==> config.mk <==
export PLATFORM = sky130hd
export DESIGN_NAME = pong_game_ctrl_flat
export DESIGN_NICKNAME = d
export VERILOG_FILES = /design/src/rtl/pong_game_ctrl_if.sv /design/src/rtl/pong_game_ctrl.sv /design/src/flat_wrapper.sv
export SDC_FILE = /design/constraint.sdc
export NUM_CORES = 1
export LEC_CHECK = 0
export ABC_AREA = 1
export CAP_MARGIN = 20
export CORE_MARGIN = 2
export CORE_UTILIZATION = 40
export DETAILED_ROUTE_END_ITERATION = 8
export PLACE_DENSITY = 0.65
export SETUP_SLACK_MARGIN = 0.4
export SLEW_MARGIN = 20
export SYNTH_ARGS = -nofsm -noshare
export SYNTH_HDL_FRONTEND = slang
export SYNTH_SLANG_ARGS = --single-unit
==> constraint.sdc <==
create_clock -name clk -period 2.2 [get_ports clk]
set_input_delay 0.66 -clock clk [delete_from_list [all_inputs] [get_ports clk]]
set_output_delay 0.66 -clock clk [all_outputs]
set_load 0.02 [all_outputs]
==> src/rtl/pong_game_ctrl_if.sv <==
// rtl/pong_game_ctrl_if.sv - game-flow controller bus: graph/button inputs and text-side status outputs
interface pong_game_ctrl_if #(
  parameter int LIVES_W = 3,
  parameter int DIGITS  = 2,
  parameter int BTN_W   = 2
);
  logic                frame_tick;
  logic [BTN_W-1:0]    btn;
  logic                pause_btn;
  logic                hit;
  logic                miss;
  logic                gra_still;
  logic [2:0]          state;
  logic [LIVES_W-1:0]  lives;
  logic [4*DIGITS-1:0] score;
  logic [4*DIGITS-1:0] hiscore;

  modport master (
    output frame_tick, btn, pause_btn, hit, miss,
    input  gra_still, state, lives, score, hiscore
  );

  modport slave (
    input  frame_tick, btn, pause_btn, hit, miss,
    output gra_still, state, lives, score, hiscore
  );
endinterface

==> src/rtl/pong_game_ctrl.sv <==
// rtl/pong_game_ctrl.sv - pong game-flow FSMD: frame timer, BCD score, lives, pause (optional PONG_HISCORE_EN)
module pong_game_ctrl #(
  parameter int LIVES       = 3,
  parameter int LIVES_W     = 3,
  parameter int DIGITS      = 2,
  parameter int WAIT_FRAMES = 120,
  parameter int TMR_W       = 8,
  parameter int BTN_W       = 2
) (
  input  logic              clk,
  input  logic              reset,
  pong_game_ctrl_if.slave   bus
);

  typedef enum logic [2:0] {
    NEWGAME = 3'd0,
    PLAY    = 3'd1,
    NEWBALL = 3'd2,
    OVER    = 3'd3,
    PAUSE   = 3'd4
  } state_t;

  localparam logic [LIVES_W-1:0] LIVES_INIT = LIVES_W'(LIVES);
  localparam logic [TMR_W-1:0]   TMR_INIT   = TMR_W'(WAIT_FRAMES);

  state_t              state_q, state_d;
  logic [LIVES_W-1:0]  lives_q, lives_d;
  logic [4*DIGITS-1:0] score_q, score_d, score_inc;
  logic [TMR_W-1:0]    timer_q, timer_d;
  logic                timer_load;
  logic                timer_up;
  logic                pause_q;
  logic                pause_edge;

  // Decimal ripple increment; an all-nines score is held rather than wrapped to zero.
  function automatic logic [4*DIGITS-1:0] bcd_inc(input logic [4*DIGITS-1:0] v);
    logic [4*DIGITS-1:0] r;
    logic                carry;
    logic                all9;
    r     = v;
    carry = 1'b1;
    all9  = 1'b1;
    for (int i = 0; i < DIGITS; i++) begin
      if (v[4*i +: 4] != 4'd9) all9 = 1'b0;
      if (carry) begin
        if (r[4*i +: 4] == 4'd9) begin
          r[4*i +: 4] = 4'd0;
        end else begin
          r[4*i +: 4] = r[4*i +: 4] + 4'd1;
          carry       = 1'b0;
        end
      end
    end
    return all9 ? v : r;
  endfunction

  assign score_inc  = bcd_inc(score_q);
  assign pause_edge = bus.pause_btn & ~pause_q;
  assign timer_up   = (timer_q == '0);

  // Timer: a load wins over a same-cycle frame_tick; counting stops at zero and while paused.
  assign timer_d = timer_load ? TMR_INIT :
                   (bus.frame_tick && !timer_up && state_q != PAUSE) ? timer_q - TMR_W'(1) :
                   timer_q;

  // Next-state and datapath updates; miss outranks a same-cycle pause request.
  always_comb begin
    state_d    = state_q;
    lives_d    = lives_q;
    score_d    = score_q;
    timer_load = 1'b0;
    case (state_q)
      NEWGAME: begin
        lives_d = LIVES_INIT;
        score_d = '0;
        if (|bus.btn) state_d = PLAY;
      end
      PLAY: begin
        if (bus.hit) score_d = score_inc;
        if (bus.miss) begin
          if (lives_q != '0) lives_d = lives_q - LIVES_W'(1);
          timer_load = 1'b1;
          state_d    = (lives_q <= LIVES_W'(1)) ? OVER : NEWBALL;
        end else if (pause_edge) begin
          state_d = PAUSE;
        end
      end
      PAUSE: begin
        if (pause_edge) state_d = PLAY;
      end
      NEWBALL: begin
        if (timer_up && |bus.btn) state_d = PLAY;
      end
      OVER: begin
        if (timer_up) begin
          state_d = NEWGAME;
          lives_d = LIVES_INIT;
          score_d = '0;
        end
      end
      default: state_d = NEWGAME;
    endcase
  end

  // State register.
  always_ff @(posedge clk or posedge reset) begin
    if (reset) state_q <= NEWGAME;
    else       state_q <= state_d;
  end

  // Datapath registers and the pause-button delay used for edge detection.
  always_ff @(posedge clk or posedge reset) begin
    if (reset) begin
      lives_q <= LIVES_INIT;
      score_q <= '0;
      timer_q <= '0;
      pause_q <= 1'b0;
    end else begin
      lives_q <= lives_d;
      score_q <= score_d;
      timer_q <= timer_d;
      pause_q <= bus.pause_btn;
    end
  end

`ifdef PONG_HISCORE_EN
  logic [4*DIGITS-1:0] hiscore_q;

  // Capture the final score on game over; valid BCD compares correctly as an unsigned vector (MSD first).
  always_ff @(posedge clk or posedge reset) begin
    if (reset) begin
      hiscore_q <= '0;
    end else if (state_q == PLAY && state_d == OVER && score_d > hiscore_q) begin
      hiscore_q <= score_d;
    end
  end

  assign bus.hiscore = hiscore_q;
`else
  assign bus.hiscore = '0;
`endif

  assign bus.state     = state_q;
  assign bus.gra_still = (state_q != PLAY);
  assign bus.lives     = lives_q;
  assign bus.score     = score_q;

endmodule

==> src/flat_wrapper.sv <==
// flat-port wrapper written by rule: the top's interface ports become plain ports
module pong_game_ctrl_flat 
#(
  parameter int LIVES       = 3,
  parameter int LIVES_W     = 3,
  parameter int DIGITS      = 2,
  parameter int WAIT_FRAMES = 120,
  parameter int TMR_W       = 8,
  parameter int BTN_W       = 2
)
  (clk, reset, bus_frame_tick, bus_btn, bus_pause_btn, bus_hit, bus_miss, bus_gra_still, bus_state, bus_lives, bus_score, bus_hiscore);
  pong_game_ctrl_if #(.LIVES_W(LIVES_W), .DIGITS(DIGITS), .BTN_W(BTN_W)) bus_i ();
  input  logic clk;
  input  logic reset;
  input wire logic [$bits(bus_i.frame_tick)-1:0] bus_frame_tick;
  input wire logic [$bits(bus_i.btn)-1:0] bus_btn;
  input wire logic [$bits(bus_i.pause_btn)-1:0] bus_pause_btn;
  input wire logic [$bits(bus_i.hit)-1:0] bus_hit;
  input wire logic [$bits(bus_i.miss)-1:0] bus_miss;
  output wire logic [$bits(bus_i.gra_still)-1:0] bus_gra_still;
  output wire logic [$bits(bus_i.state)-1:0] bus_state;
  output wire logic [$bits(bus_i.lives)-1:0] bus_lives;
  output wire logic [$bits(bus_i.score)-1:0] bus_score;
  output wire logic [$bits(bus_i.hiscore)-1:0] bus_hiscore;
  assign bus_i.frame_tick = bus_frame_tick;
  assign bus_i.btn = bus_btn;
  assign bus_i.pause_btn = bus_pause_btn;
  assign bus_i.hit = bus_hit;
  assign bus_i.miss = bus_miss;
  assign bus_gra_still = bus_i.gra_still;
  assign bus_state = bus_i.state;
  assign bus_lives = bus_i.lives;
  assign bus_score = bus_i.score;
  assign bus_hiscore = bus_i.hiscore;
  pong_game_ctrl #(.LIVES(LIVES), .LIVES_W(LIVES_W), .DIGITS(DIGITS), .WAIT_FRAMES(WAIT_FRAMES), .TMR_W(TMR_W), .BTN_W(BTN_W)) u_core (.clk(clk), .reset(reset), .bus(bus_i));
endmodule
==> key figures, run 1 <==
Synthesis
  – Cell Area, Synth: approximately 0.0016 sq mm
  – Yosys reg bits: 23
  – Largest cells by area after synthesis: dfrtp_1, nand2_1, ha_1, inv_1, nand3_1
  – Mux share of post-synthesis cell area: 0%
  – Main combinational cell family by area after synthesis: simple AND/OR/NAND/NOR gates
  – Post-synthesis sequential area ratio: between 30% and 40%
  – Post-synthesis adder-cell area fraction: about 7%
  – Simple-gate share of the synthesized area: between 30 and 40%
  – Synth Area in Compound Gates: under 10%
  – Post-synthesis xor/xnor area fraction: less than 1%
  – Synth area leader: dfrtp_1
  – Cells after synthesis: about 210
  – Yosys Warn Count: 0
  – Library cells used by synthesis: 32
  – Syn Area/Cell: between 7 and 8 sq um
  – Yosys top cell area share: 32.21%

Timing
  – Setup TNS: 0 ns
  – Final setup fails: 0
  – Final period utilization: between 80% and 90%
  – Fin. Hold Viols: 0
  – Post-layout min period: 1.771 ns
  – Skew final: between 0.007 and 0.008 ns
  – Fin. max-slew vios: 0
  – Achievable frequency: ~0.56 GHz
  – RSZ-0062 raised after global routing: yes
  – Setup ws final: about 0.43 ns

Cells and area
  – Post-layout util: between 40% and 50%
  – Area Growth Syn to Fin: 17.10%
  – Storage cell area: 580.6 sq um
  – Fill cells: between 400 and 500
  – Multi-input logic area: approximately 900 sq um
  – Ant diodes: 0
  – Fraction of layout instances using a drive strength above 1: between 10% and 20%
  – Design area: between 0.0015 and 0.002 sq mm
  – Nets: between 200 and 300

Power and ir drop
  – Design Power: 2.516 mW
  – PwrDens: roughly 1300 mW/mm^2
  – LEAKAGE: roughly 0.96 nW
  – Combinational share of power: about three fifths
  – Pint: between 1 and 1.5 mW
  – Worst VDD drop: around 0.0006 V
  – Clk pwr share: 11.1%
  – Sequential group share of total power: between 30% and 40%
  – NetSw: approximately 1.3 mW
  – Net Sw Frac: approximately 50%

Clock network
  – Worst skew pair latency: about 0.27 ns
  – Reg clk slew, reported paths: 0.09 ns
  – CTS max path bufs: 2
  – H-tree Lvls: 1
  – CTS tree: done
  – CTS Buf Count: 3
  – CTS Sinks: 23
  – Root Driver: clkbuf_8
  – Post-CTS setup buffers: 0

Place
  – Worst slack at placement: between 0.2 and 0.25 ns
  – Post-Place Cell Area: roughly 0.0019 sq mm
  – Routability Congestion: roughly 0.80
  – Port Buffers: 22
  – HPWL after DPL: between 2000 and 2500 um

Detailed routing
  – Routed len/inst: ~11 um
  – First DRT Iteration DRCs: between 70 and 80
  – ANT nets after route: 0
  – Pre-antenna DRT Iters: 4
  – Drt drc: 0
  – Detailed Route WL: 3044 um
  – Post-DR vias/cell: approximately 4.7
  – Routed via count: 1363

Critical path
  – CP cell instances: clkdlybuf4s15_2
  – Startpoint Class: flip-flop
  – Worst EP required: 1.54 ns
  – Cell family with most CP delay: flip-flops
  – Crit path max fanout: 4
  – WP buf/inv: 1
  – CP peak stage delay: approximately 0.57 ns
  – CP max stage cell: dfstp_2
  – WP data arrival: ~1.1 ns
  – Crit. End Element: output pin
  – Crit Path Category: reg -> out

Run
  – Max-cap violations: 0

Die
  – Initial Utilization: 41.08%
  – Die area: 0.004606 sq mm
  – Die H: between 60 and 70 um
  – Die Width: ~68 um
  – Core Region: between 0.003 and 0.004 sq mm
  – # IOs: 31
  – Site row count: 23

Min path
  – Hold WC Path Type: reg -> reg

Global routing
  – Number of global-route vias before repair: 1130
  – Total GRT Usage: roughly 14%
  – First-pass GRT wire length: between 5000 and 6000 um
  – Remaining global-route overflow: 0
  – Largest net degree at the start of global routing: 24
  – Initial antenna violation count: 0

Status
  – Status: finished, final reports clean
-- layout make-up --
class / count / area share [%]
Tap cell: 50 / 3.274
Timing Repair Buffer: 24 / 11.20
Multi-Input combinational cell: 158 / 47.28
Sequential cell: 23 / 30.39
Clock buffer: 4 / 2.358
Inverter: 28 / 5.501
-- tightest hold or removal path: stages (launching register included) --
cell and delay [ns]:
dfstp_2 0.38, nand2_1 0.05, o21ai_1 0.05
-- logic make-up (layout without fill, tap and decap cells) --
| kind of cell | after synthesis | in the layout |
|---|---|---|
| simple gates | 117 | 117 |
| compound gates | 23 | 23 |
| xor+xnor | 1 | 1 |
| flops | 23 | 23 |
| other cells | 1 | 8 |
| fa+ha+maj | 9 | 9 |
| buf+inv | 37 | 56 |
-- registers in the layout, summed over array words and instances (netlist names) --
| name | cells |
|---|---|
| u_core.pause_q | 1 |
| u_core.bus.score | 8 |
| u_core.bus.lives | 3 |
| u_core.timer_q | 8 |
| u_core.bus.state | 3 |
-- Yosys cell counts --
library cell and n:
nand2_1 55, inv_1 27, dfrtp_1 21, nand3_1 18, nor2_1 12, nand4_1 11, ha_1 9, buf_4 8
o21ai_0 6, o21ai_2 5, nor2_2 4, o21ai_1 4, a21oi_1 3, nor2_4 3, nor3_1 3, or2_2 3
dfstp_2 2, nand2_4 2, o21bai_1 2, a31oi_1 1, buf_6 1, conb_1 1, inv_2 1, nand2_2 1
nand3_2 1, nand3b_1 1, nand4_4 1, nor2_8 1, o21ai_4 1, o22ai_1 1, or2_4 1, xnor2_1 1
-- metrics by stage --
| stage | hold WS (ns) | instances |
|---|---|---|
| floorplan | 0.4822 | 218 |
| global placement | 0.4723 | 283 |
| detailed placement | 0.4724 | 283 |
| CTS | 0.4884 | 287 |
| global route | 0.5104 | 287 |
| finish | 0.4813 | 287 |
-- path summary, 6_finish.rpt --
path	startpoint	endpoint	slack (ns)	cells after the start
max reg2reg	u_core.bus.lives[0]	u_core.bus.lives[2]	0.58	7
min reg2reg	u_core.bus.lives[1]	u_core.bus.lives[1]	0.48	2
max in group asynchronous	reset	u_core.bus.lives[1]	1.19	3
min	u_core.bus.lives[1]	u_core.bus.lives[1]	0.48	2
max	u_core.bus.lives[0]	bus_lives[0]	0.43	1
min in group asynchronous	reset	u_core.timer_q[3]	0.72	3
-- power groups by stage --
stage	Clock (mW)	Combinational [mW]	Sequential (mW)
floorplan	0	1.08	0.844
global placement	0	1.55	0.781
detailed placement	0	1.55	0.778
CTS	0.283	1.50	0.772
global route	0.301	1.66	0.801
finish	0.280	1.46	0.772
-- layer usage --
layer | up-vias | global-route usage [%] | share of wire [%]
met5 | - | 0 | 0
met4 | 0 | 4.500 | 1.2
met3 | 5 | 1.974 | 2.9
met2 | 20 | 22.06 | 46
met1 | 618 | 20.59 | 49
li1 | 720 | - | -
-- what timing repair did --
| action | CTS | global route |
|---|---|---|
| gates resized for setup | 19 | 7 |
| endpoints found under the setup margin | 15 | 5 |
| hold buffers | 0 | 0 |
-- cells in the final DEF, fill, tap and decap left out, drive strengths merged, types with 2 or more instances in the layout --
master         count
nand3             19
conb               8
a21oi              3
o21ai             16
inv               28
nand4             12
dlygate4sd2       10
o21bai             2
or2                4
clkdlybuf4s15      3
nor2              20
clkbuf             6
nor3               3
buf                2
ha                 9
dfstp              2
dfrtp             21
clkdlybuf4s50      7
nand2             58
Note: power is estimated with default switching activity, not from simulation.
==> run 2: changes to the inputs <==
PLACE_DENSITY = 0.68   (was 0.65)
clock period = 1.6 ns   (was 2.2 ns; I/O delays follow)
==> run 2 against run 1 <==
Net effect: die area is the same; design area grew 43%; non-clock buffer count grew 50; critical path type unchanged.
==> key figures, run 2 (synthesis gave the netlist of run 1 again) <==
Detailed routing
  – Routed len/inst: 13.74 um (was 10.61 um)
  – ANT nets after route: 0 (unchanged)
  – Routed via count: 1651 (was 1363)
  – Detailed Route WL: 4632 um (was 3044 um)
  – Pre-antenna DRT Iters: 4 (unchanged)
  – Post-DR vias/cell: 4.899 (was 4.749)
  – First DRT Iteration DRCs: 58 (was 72)
  – Drt drc: 0 (unchanged)

Power and ir drop
  – PwrDens: 1990 mW/mm^2 (was 1317 mW/mm^2)
  – Design Power: 5.425 mW (was 2.516 mW)
  – LEAKAGE: 1.299 nW (was 0.9554 nW)
  – Worst VDD drop: 0.001542 V (was 0.0005985 V)

Global routing
  – Met3 Usage GRT: 3.454% (was 1.974%)
  – Gr busiest metal: met2 (unchanged)
  – M1 GR Usage: 23.62% (was 20.59%)
  – Total GRT Usage: 21.37% (was 14.27%)
  – Number of global-route vias before repair: 1685 (was 1130)
  – Remaining global-route overflow: 0 (unchanged)
  – Initial antenna violation count: 0 (unchanged)
  – Largest net degree at the start of global routing: 15 (was 24)
  – M2 GR Usage: 41.54% (was 22.06%)
  – First-pass GRT wire length: 7521 um (was 5043 um)

Critical path
  – Cell family with most CP delay: flip-flops (unchanged)
  – Crit Path Category: reg -> out (unchanged)
  – CP cell instances: inv_2 -> nand3_4 -> buf_6 (was clkdlybuf4s15_2)
  – Startpoint Class: flip-flop (unchanged)
  – WP buf/inv: 2 (was 1)
  – Worst EP required: 1.12 ns (was 1.54 ns)
  – CP peak stage delay: 0.44 ns (was 0.57 ns)
  – Crit. End Element: output pin (unchanged)
  – Crit path max fanout: 3 (was 4)
  – CP max stage cell: dfrtp_2 (was dfstp_2)
  – WP data arrival: 1.04 ns (was 1.11 ns)

Clock network
  – H-tree Lvls: 1 (unchanged)
  – # hold bufs at CTS: 0 (unchanged)
  – CTS max path bufs: 2 (unchanged)
  – CTS Buf Count: 3 (unchanged)
  – Root Driver: clkbuf_8 (unchanged)
  – Worst skew pair latency: 0.28 ns (was 0.27 ns)
  – Reg clk slew, reported paths: 0.09 ns (about the same)
  – CTS Sinks: 23 (unchanged)
  – CTS tree: done (unchanged)

Timing
  – Final setup fails: 0 (unchanged)
  – Final period utilization: 94.75%
  – Post-layout min period: between 1.5 and 2 ns
  – Fin. max-slew vios: 0 (unchanged)
  – RSZ-0062 raised after global routing: yes (unchanged)
  – Skew final: 0.006480 ns (was 0.007927 ns)
  – Fin. Hold Viols: 0 (unchanged)
  – Achievable frequency: between 0.6 and 0.7 GHz
  – Setup ws final: 0.08407 ns (was 0.4287 ns)

Place
  – Port Buffers: 22 (unchanged)
  – Routability Congestion: 0.8122 (was 0.7995)
  – Post-Place Cell Area: 0.002145 sq mm (was 0.001884 sq mm)
  – HPWL after DPL: 2873 um (was 2309 um)
  – Worst slack at placement: -0.1808 ns (was 0.2354 ns)

Die
  – Initial Utilization: 41.08% (unchanged)
  – Site row count: 23 (unchanged)
  – Die area: 0.004606 sq mm (unchanged)
  – Die Width: 67.87 um (unchanged)
  – Die H: 67.87 um (unchanged)
  – # IOs: 31 (unchanged)
  – Core Region: 0.003971 sq mm (unchanged)

Cells and area
  – Ant diodes: 0 (unchanged)
  – Fraction of layout instances using a drive strength above 1: 55.05% (was 15.61%)
  – Nets: 305 (was 255)
  – Most frequent cells in the layout: nand2_1, buf_4, buf_6 (was nand2_1, inv_1, dfrtp_1)
  – Design area: 0.002726 sq mm (was 0.001911 sq mm)
  – Area Growth Syn to Fin: 67.10% (was 17.10%)
  – Commonest non-fill, non-tap cell in the layout: nand2_1 (unchanged)

Status
  – Status: finished, final reports clean (unchanged)

Min path
  – Hold WC Path Type: in -> async (was reg -> reg)

Run
  – Max-cap violations: 0 (unchanged)
-- run 2: changes by cell type in the layout (fill, tap and decap cells not counted), moves of 8 or more --
cell | before | now
inv_1 | 26 | 15
dlygate4sd2_1 | 10 | 1
nand2_4 | 2 | 10
buf_4 | 2 | 39
nand3_1 | 18 | 10
buf_6 | 0 | 26
inv_2 | 2 | 10
nand2_1 | 55 | 41
-- run 2: path summary, 6_finish.rpt --
| check | from | end | slack [ns] | depth (start not counted) |
|---|---|---|---|---|
| min in group clk | u_core.pause_q | u_core.bus.state[2] | 0.57 | 4 |
| hold reg to reg | u_core.pause_q | u_core.bus.state[2] | 0.57 | 4 |
| hold / removal | reset | u_core.bus.lives[2] | 0.51 | 3 |
| setup reg to reg | u_core.bus.lives[0] | u_core.bus.lives[2] | 0.09 | 8 |
| setup / recovery | u_core.bus.state[1] | bus_gra_still | 0.08 | 3 |
| max in group asynchronous | reset | u_core.bus.score[4] | 0.87 | 3 |
-- run 2: tightest hold or removal path, delay by kind of cell --
| kind | cells | cell delay, ns |
|---|---|---|
| buffers and inverters | 3 | 0.66 |
-- run 2: timing repair --
item                       CTS  global route
buffers inserted            23             6
setup endpoints to repair   37            37
gates cloned                 0             0
pin swaps                   25            28
gates resized for setup    142            21
-- run 2: area by class of cell --
type                            instances  area [sq um]
Clock inverter                          1         5.005
Multi-Input combinational cell        158          1227
Clock buffer                            3         41.29
Fill cell                             299          1245
Tap cell                               50         62.56
Timing Repair Buffer                   74         689.4
Sequential cell                        23         586.8
Inverter                               28         113.9
-- run 2: routing by layer --
| metal | share of wire [%] | up-vias | wire length, um |
|---|---|---|---|
| met5 | 0 | - | 0 |
| met4 | 1.8 | 0 | 84 |
| met3 | 3.3 | 9 | 155 |
| met2 | 56 | 34 | 2602 |
| met1 | 39 | 784 | 1790 |
| li1 | - | 824 | - |
-- run 2: power by group --
group | internal [mW] | switching, mW
registers | 0.833 | 0.220
clock network | 0.175 | 0.206
logic | 1.88 | 2.11
total | 2.89 | 2.54
-- run 2: metrics by stage --
stage,std cells,TNS (ns),util (%),hold WS (ns)
after floorplan,218,0,-,0.4800
after global placement,304,-0.5927,54.00,0.5048
after detailed placement,304,-1.171,54.00,0.5227
after CTS,331,0,65.22,0.5239
after global routing,337,-0.01439,68.65,0.5496
final,337,0,68.65,0.5123
==> run 3: changes to the inputs <==
CTS_CLUSTER_DIAMETER = 40   (was not set)
==> results of run 3 <==
No change in the layout: final DEF, timing and power equal those of run 2.
